File: config.mk
export PLATFORM = sky130hd
export DESIGN_NAME = riscv_ppreg_skid
export DESIGN_NICKNAME = d
export VERILOG_FILES = /design/src/rtl/riscv_ppreg_pkg.sv /design/src/rtl/riscv_ppreg_skid.sv
export SDC_FILE = /design/constraint.sdc
export NUM_CORES = 1
export LEC_CHECK = 0
export CAP_MARGIN = 10
export CORE_ASPECT_RATIO = 1.1
export CORE_MARGIN = 3
export CORE_UTILIZATION = 44
export DETAILED_ROUTE_END_ITERATION = 10
export MAX_ROUTING_LAYER = met4
export PLACE_DENSITY = 0.84
export SKIP_CTS_REPAIR_TIMING = 1
export SLEW_MARGIN = 20
export SYNTH_ARGS = -nofsm -noshare
export SYNTH_HDL_FRONTEND = slang
export SYNTH_SLANG_ARGS = --single-unit
File: constraint.sdc
create_clock -name i_riscv_ppreg_clk -period 1.81 [get_ports i_riscv_ppreg_clk]
set_clock_uncertainty 0.2 [all_clocks]
set_input_delay 0.362 -clock i_riscv_ppreg_clk [delete_from_list [all_inputs] [get_ports i_riscv_ppreg_clk]]
set_output_delay 0.362 -clock i_riscv_ppreg_clk [all_outputs]
set_load 0.01 [all_outputs]
File: src/rtl/riscv_ppreg_pkg.sv
// riscv_ppreg_pkg
// Shared types for the elastic inter-stage pipeline registers.
// Contents:
//   mw_payload_t  - packed memory/writeback stage payload
//   MW_PAYLOAD_W  - width of mw_payload_t, used as DATA_W for the MW boundary
//   PPREG_COUNT_W - width of the occupancy counter (holds 0..2)
package riscv_ppreg_pkg;

  // Memory -> writeback payload, packed most significant field first.
  typedef struct packed {
    logic [63:0] pcplus4;
    logic [63:0] aluresult;
    logic [63:0] uimm;
    logic [63:0] memload;
    logic [4:0]  rdaddr;
    logic [1:0]  resultsrc;
    logic        regw;
  } mw_payload_t;

  localparam int unsigned MW_PAYLOAD_W  = $bits(mw_payload_t);
  localparam int unsigned PPREG_COUNT_W = 2;

endpackage

File: src/rtl/riscv_ppreg_skid.sv
// riscv_ppreg_skid
// Two-entry elastic pipeline register for a stage boundary. The main entry
// always drives the downstream side. The skid entry catches the one word that
// upstream may send while downstream stalls, which lets upstream ready be a
// pure register with no combinational path from downstream ready.
// Ports:
//   i_riscv_ppreg_clk    - clock, rising edge
//   i_riscv_ppreg_rst_n  - asynchronous active-low reset
//   i_riscv_ppreg_flush  - synchronous squash of held and incoming words
//   i_riscv_ppreg_valid  - upstream valid
//   o_riscv_ppreg_ready  - upstream ready (registered)
//   i_riscv_ppreg_data   - upstream payload
//   o_riscv_ppreg_valid  - downstream valid
//   i_riscv_ppreg_ready  - downstream ready
//   o_riscv_ppreg_data   - downstream payload (main entry only)
//   o_riscv_ppreg_count  - occupancy 0..2
module riscv_ppreg_skid
  import riscv_ppreg_pkg::*;
#(
  parameter int unsigned DATA_W     = 64,
  parameter bit          FLUSH_ZERO = 1'b1
) (
  input  logic                     i_riscv_ppreg_clk,
  input  logic                     i_riscv_ppreg_rst_n,
  input  logic                     i_riscv_ppreg_flush,
  input  logic                     i_riscv_ppreg_valid,
  output logic                     o_riscv_ppreg_ready,
  input  logic [DATA_W-1:0]        i_riscv_ppreg_data,
  output logic                     o_riscv_ppreg_valid,
  input  logic                     i_riscv_ppreg_ready,
  output logic [DATA_W-1:0]        o_riscv_ppreg_data,
  output logic [PPREG_COUNT_W-1:0] o_riscv_ppreg_count
);

  logic                     main_valid_r;
  logic [DATA_W-1:0]        main_data_r;
  logic                     skid_valid_r;
  logic [DATA_W-1:0]        skid_data_r;
  logic                     ready_r;
  logic [PPREG_COUNT_W-1:0] count_r;

  logic                     main_valid_s;
  logic [DATA_W-1:0]        main_data_s;
  logic                     skid_valid_s;
  logic [DATA_W-1:0]        skid_data_s;
  logic                     in_fire_s;
  logic                     out_fire_s;

  assign in_fire_s  = i_riscv_ppreg_valid & ready_r;
  assign out_fire_s = main_valid_r & i_riscv_ppreg_ready;

  // Next-state for both entries; flush overrides every other update.
  always_comb begin
    main_valid_s = main_valid_r;
    main_data_s  = main_data_r;
    skid_valid_s = skid_valid_r;
    skid_data_s  = skid_data_r;
    if (i_riscv_ppreg_flush) begin
      main_valid_s = 1'b0;
      skid_valid_s = 1'b0;
      if (FLUSH_ZERO) begin
        main_data_s = {DATA_W{1'b0}};
        skid_data_s = {DATA_W{1'b0}};
      end else begin
        main_data_s = main_data_r;
        skid_data_s = skid_data_r;
      end
    end else if (!main_valid_r) begin
      // Skid is never occupied while main is empty.
      if (in_fire_s) begin
        main_valid_s = 1'b1;
        main_data_s  = i_riscv_ppreg_data;
      end else begin
        main_valid_s = 1'b0;
      end
    end else if (out_fire_s) begin
      if (skid_valid_r) begin
        // Ready was low, so no new word can arrive this cycle.
        main_data_s  = skid_data_r;
        skid_valid_s = 1'b0;
      end else if (in_fire_s) begin
        main_data_s  = i_riscv_ppreg_data;
      end else begin
        main_valid_s = 1'b0;
      end
    end else begin
      // Downstream stalled: an accepted word parks in the skid entry.
      if (in_fire_s) begin
        skid_valid_s = 1'b1;
        skid_data_s  = i_riscv_ppreg_data;
      end else begin
        skid_valid_s = skid_valid_r;
      end
    end
  end

  // Main entry register.
  always_ff @(posedge i_riscv_ppreg_clk or negedge i_riscv_ppreg_rst_n) begin
    if (!i_riscv_ppreg_rst_n) begin
      main_valid_r <= 1'b0;
      main_data_r  <= {DATA_W{1'b0}};
    end else begin
      main_valid_r <= main_valid_s;
      main_data_r  <= main_data_s;
    end
  end

  // Skid entry register.
  always_ff @(posedge i_riscv_ppreg_clk or negedge i_riscv_ppreg_rst_n) begin
    if (!i_riscv_ppreg_rst_n) begin
      skid_valid_r <= 1'b0;
      skid_data_r  <= {DATA_W{1'b0}};
    end else begin
      skid_valid_r <= skid_valid_s;
      skid_data_r  <= skid_data_s;
    end
  end

  // Registered ready and occupancy, derived from the next entry state.
  always_ff @(posedge i_riscv_ppreg_clk or negedge i_riscv_ppreg_rst_n) begin
    if (!i_riscv_ppreg_rst_n) begin
      ready_r <= 1'b1;
      count_r <= {PPREG_COUNT_W{1'b0}};
    end else begin
      ready_r <= ~skid_valid_s;
      count_r <= {1'b0, main_valid_s} + {1'b0, skid_valid_s};
    end
  end

  assign o_riscv_ppreg_ready = ready_r;
  assign o_riscv_ppreg_valid = main_valid_r;
  assign o_riscv_ppreg_data  = main_data_r;
  assign o_riscv_ppreg_count = count_r;

endmodule
==> results by group <==
Setup path
  • Critical Path Start: o_riscv_ppreg_ready$_DFF_PN1_
  • Crit. End Element: register
  • Worst R2R Start: o_riscv_ppreg_ready$_DFF_PN1_
  • Critical Path Max Stage Delay: 0.57 ns
  • Critical setup path kind: register to register
  • Cells along the critical path: a22o_2, a21oi_4, buf_12, a221o_1
  • Crit path max-delay cell type: dfstp_2
  • CP arrival: 1.81 ns
  • Crit path max fanout: 38
  • Crit path launch type: register
  • Worst EP required: 1.88 ns

CTS
  • Total CTS buffers: 17
  • Clk slew on worst S/H paths: 0.06 ns
  • CTS sink cnt: 133
  • Clk buf depth: 2
  • Worst skew pair latency: 0.41 ns
  • H-tree levels: 4
  • CTS tree: done
  • Root Driver: clkbuf_16

Floorplan
  • Io pins: 137
  • Core Area: 11750 um2
  • DIE WIDTH: 111.9 um
  • # rows: 41
  • Starting Density: 0.4616
  • Die area: 13690 um2
  • Die Ht: 122.4 um

Yosys
  • Cells after synthesis: 373
  • Main synth FF type: dfrtp_1
  • Synth Cell Area: 5423 um2
  • Ys async rst share: 1.000
  • Sequential area share after synthesis: 0.6140
  • Seq cells post-synth: 133
  • Most common cell in the netlist: dfrtp_1
  • Post-synth EDFFs: 0
  • Top cells by area, synth: dfrtp_1, a221o_1, a22o_1
  • Synth unique cells: 23
  • Yosys warnings: 0
  • Syn Area/Cell: 14.54 um2
  • Yosys top cell area share: 0.6091
  • Area leader, netlist: dfrtp_1
  • Synth top cells by count: dfrtp_1, a221o_1, a22o_1, and2_0, buf_6
  • Syn_nets: 443

STA
  • Max-slew violation count: 0
  • Setup ws final: 0.06788 ns
  • Min Tclk post-route: 1.742 ns
  • Fin Setup TNS: 0 ns
  • Slew @ Worst Pin: 0.3972 ns
  • Hold slack: 0.2404 ns
  • Setup violators final: 0
  • Final hold violation count: 0
  • Fmax: 0.5740 GHz
  • Max-Slew Margin vs Limit: 0.7352
  • RSZ-0062 raised after global routing: false
  • Final period util: 0.9625

Final layout
  • N_diodes: 0
  • Fin cells: 682
  • Nets@finish: 589
  • FILL cells: 834
  • Post-route cell area: 7755 um2
  • Layout cells sized above 1: 0.1391
  • Area delta synth->final: 43.01%

Place
  • Post-DP HPWL: 8727 um
  • Placed Area: 6909 um2
  • Worst slack, placed: -0.3581 ns
  • Inst Count DP: 646
  • I/O Buffers: 136
  • GP Congestion: 0.8068

Detailed routing
  • First DRT Iteration DRCs: 273
  • Residual DRC count: 0
  • Vias per Instance: 5.748
  • DR pass1 iterations: 4
  • Routed length per instance: 19.79 um
  • Antenna-violating nets left: 0
  • Vias: 3920
  • Final Routed Wirelength: 13500 um

Global route
  • Congestion Overflow GR: 0
  • Largest net degree at the start of global routing: 44
  • Initial antenna violation count: 0
  • Vias in the first global route: 4037
  • GRT Overall Usage: 0.2006
  • First-pass GRT wire length: 21240 um

Min path
  • Type of the worst min-delay path: input port to asynchronous set/reset pin

Run
  • # Max-Cap Violations: 0

Power and ir drop
  • Pwr dens: 978.6 nW/um2
  • Leak: 4.501 nW
  • Worst VDD drop: 0.5394 mV

Run status
  • Status: completed
-- registers in the layout, summed over array words and instances, names as in the netlist --
name and cells:
o_riscv_ppreg_count 2, o_riscv_ppreg_valid 1, skid_data_r 64, skid_valid_r 1, o_riscv_ppreg_ready 1, o_riscv_ppreg_data 64
-- final cells by class --
cell class | count | area (um2) | area share
Clock buffer | 20 | 466.7 | 0.06018
Clock inverter | 12 | 151.4 | 0.01952
Inverter | 1 | 3.754 | 0.0004840
Multi-Input combinational cell | 206 | 1753 | 0.2260
Sequential cell | 133 | 3331 | 0.4295
Tap cell | 150 | 187.7 | 0.02420
Timing Repair Buffer | 160 | 1862 | 0.2401
-- placed cells by master, fill, tap and decap left out, drive strengths merged, types with 3 or more instances in the layout --
master	n
dfrtp	132
and2	64
clkbuf	21
bufinv	3
a221o	64
clkinv	6
buf	23
dlymetal6s2s	68
clkdlybuf4s50	67
a22o	65
-- per-stage QoR --
stage	power [W]	util
5_1_grt	0.007853	0.6601
3_3_place_gp	0.004085	0.5881
6_report	0.007589	0.6601
2_1_floorplan	0.003572	-
3_5_place_dp	0.004112	0.5881
4_1_cts	0.007662	0.6408
-- routing by layer --
metal	vias up	share of wire	GRT usage
met5	-	0	-
met4	0	0.0081	0.06768
met3	11	0.054	0.05128
met2	156	0.53	0.3332
met1	2006	0.41	0.2407
li1	1747	-	-
-- critical path, delay by kind of cell, from the launching register on --
kind	cells	cell delay, ns
AO/OA/AOI/OAI	3	0.63
flip-flops	1	0.57
buffers and inverters	1	0.18
-- power by group --
part	total (W)	switching, W	internal (W)
logic	0.000846	0.000382	0.000464
clock network	0.00354	0.00127	0.00227
registers	0.00320	0.0000835	0.00312
total	0.00759	0.00173	0.00586
-- worst paths after layout --
kind	endpoint	slack, ns	depth (start not counted)
setup / recovery	o_riscv_ppreg_data[62]$_DFFE_PN0P_	0.07	4
hold / removal	o_riscv_ppreg_data[61]$_DFFE_PN0P_	0.24	2
setup reg to reg	o_riscv_ppreg_data[62]$_DFFE_PN0P_	0.07	4
hold reg to reg	skid_data_r[16]$_DFFE_PN0P_	0.29	1
max in group asynchronous	o_riscv_ppreg_data[6]$_DFFE_PN0P_	0.63	3
min in group i_riscv_ppreg_clk	skid_data_r[16]$_DFFE_PN0P_	0.29	1
-- logic make-up after synthesis --
| kind of cell | share of synthesized area |
|---|---|
| flops | 0.6140 |
| fa+ha+maj | 0.002307 |
| compound gates | 0.2358 |
| simple gates | 0.08445 |
| buf+inv | 0.06345 |
No activity file was read; power rests on OpenSTA's default activity.
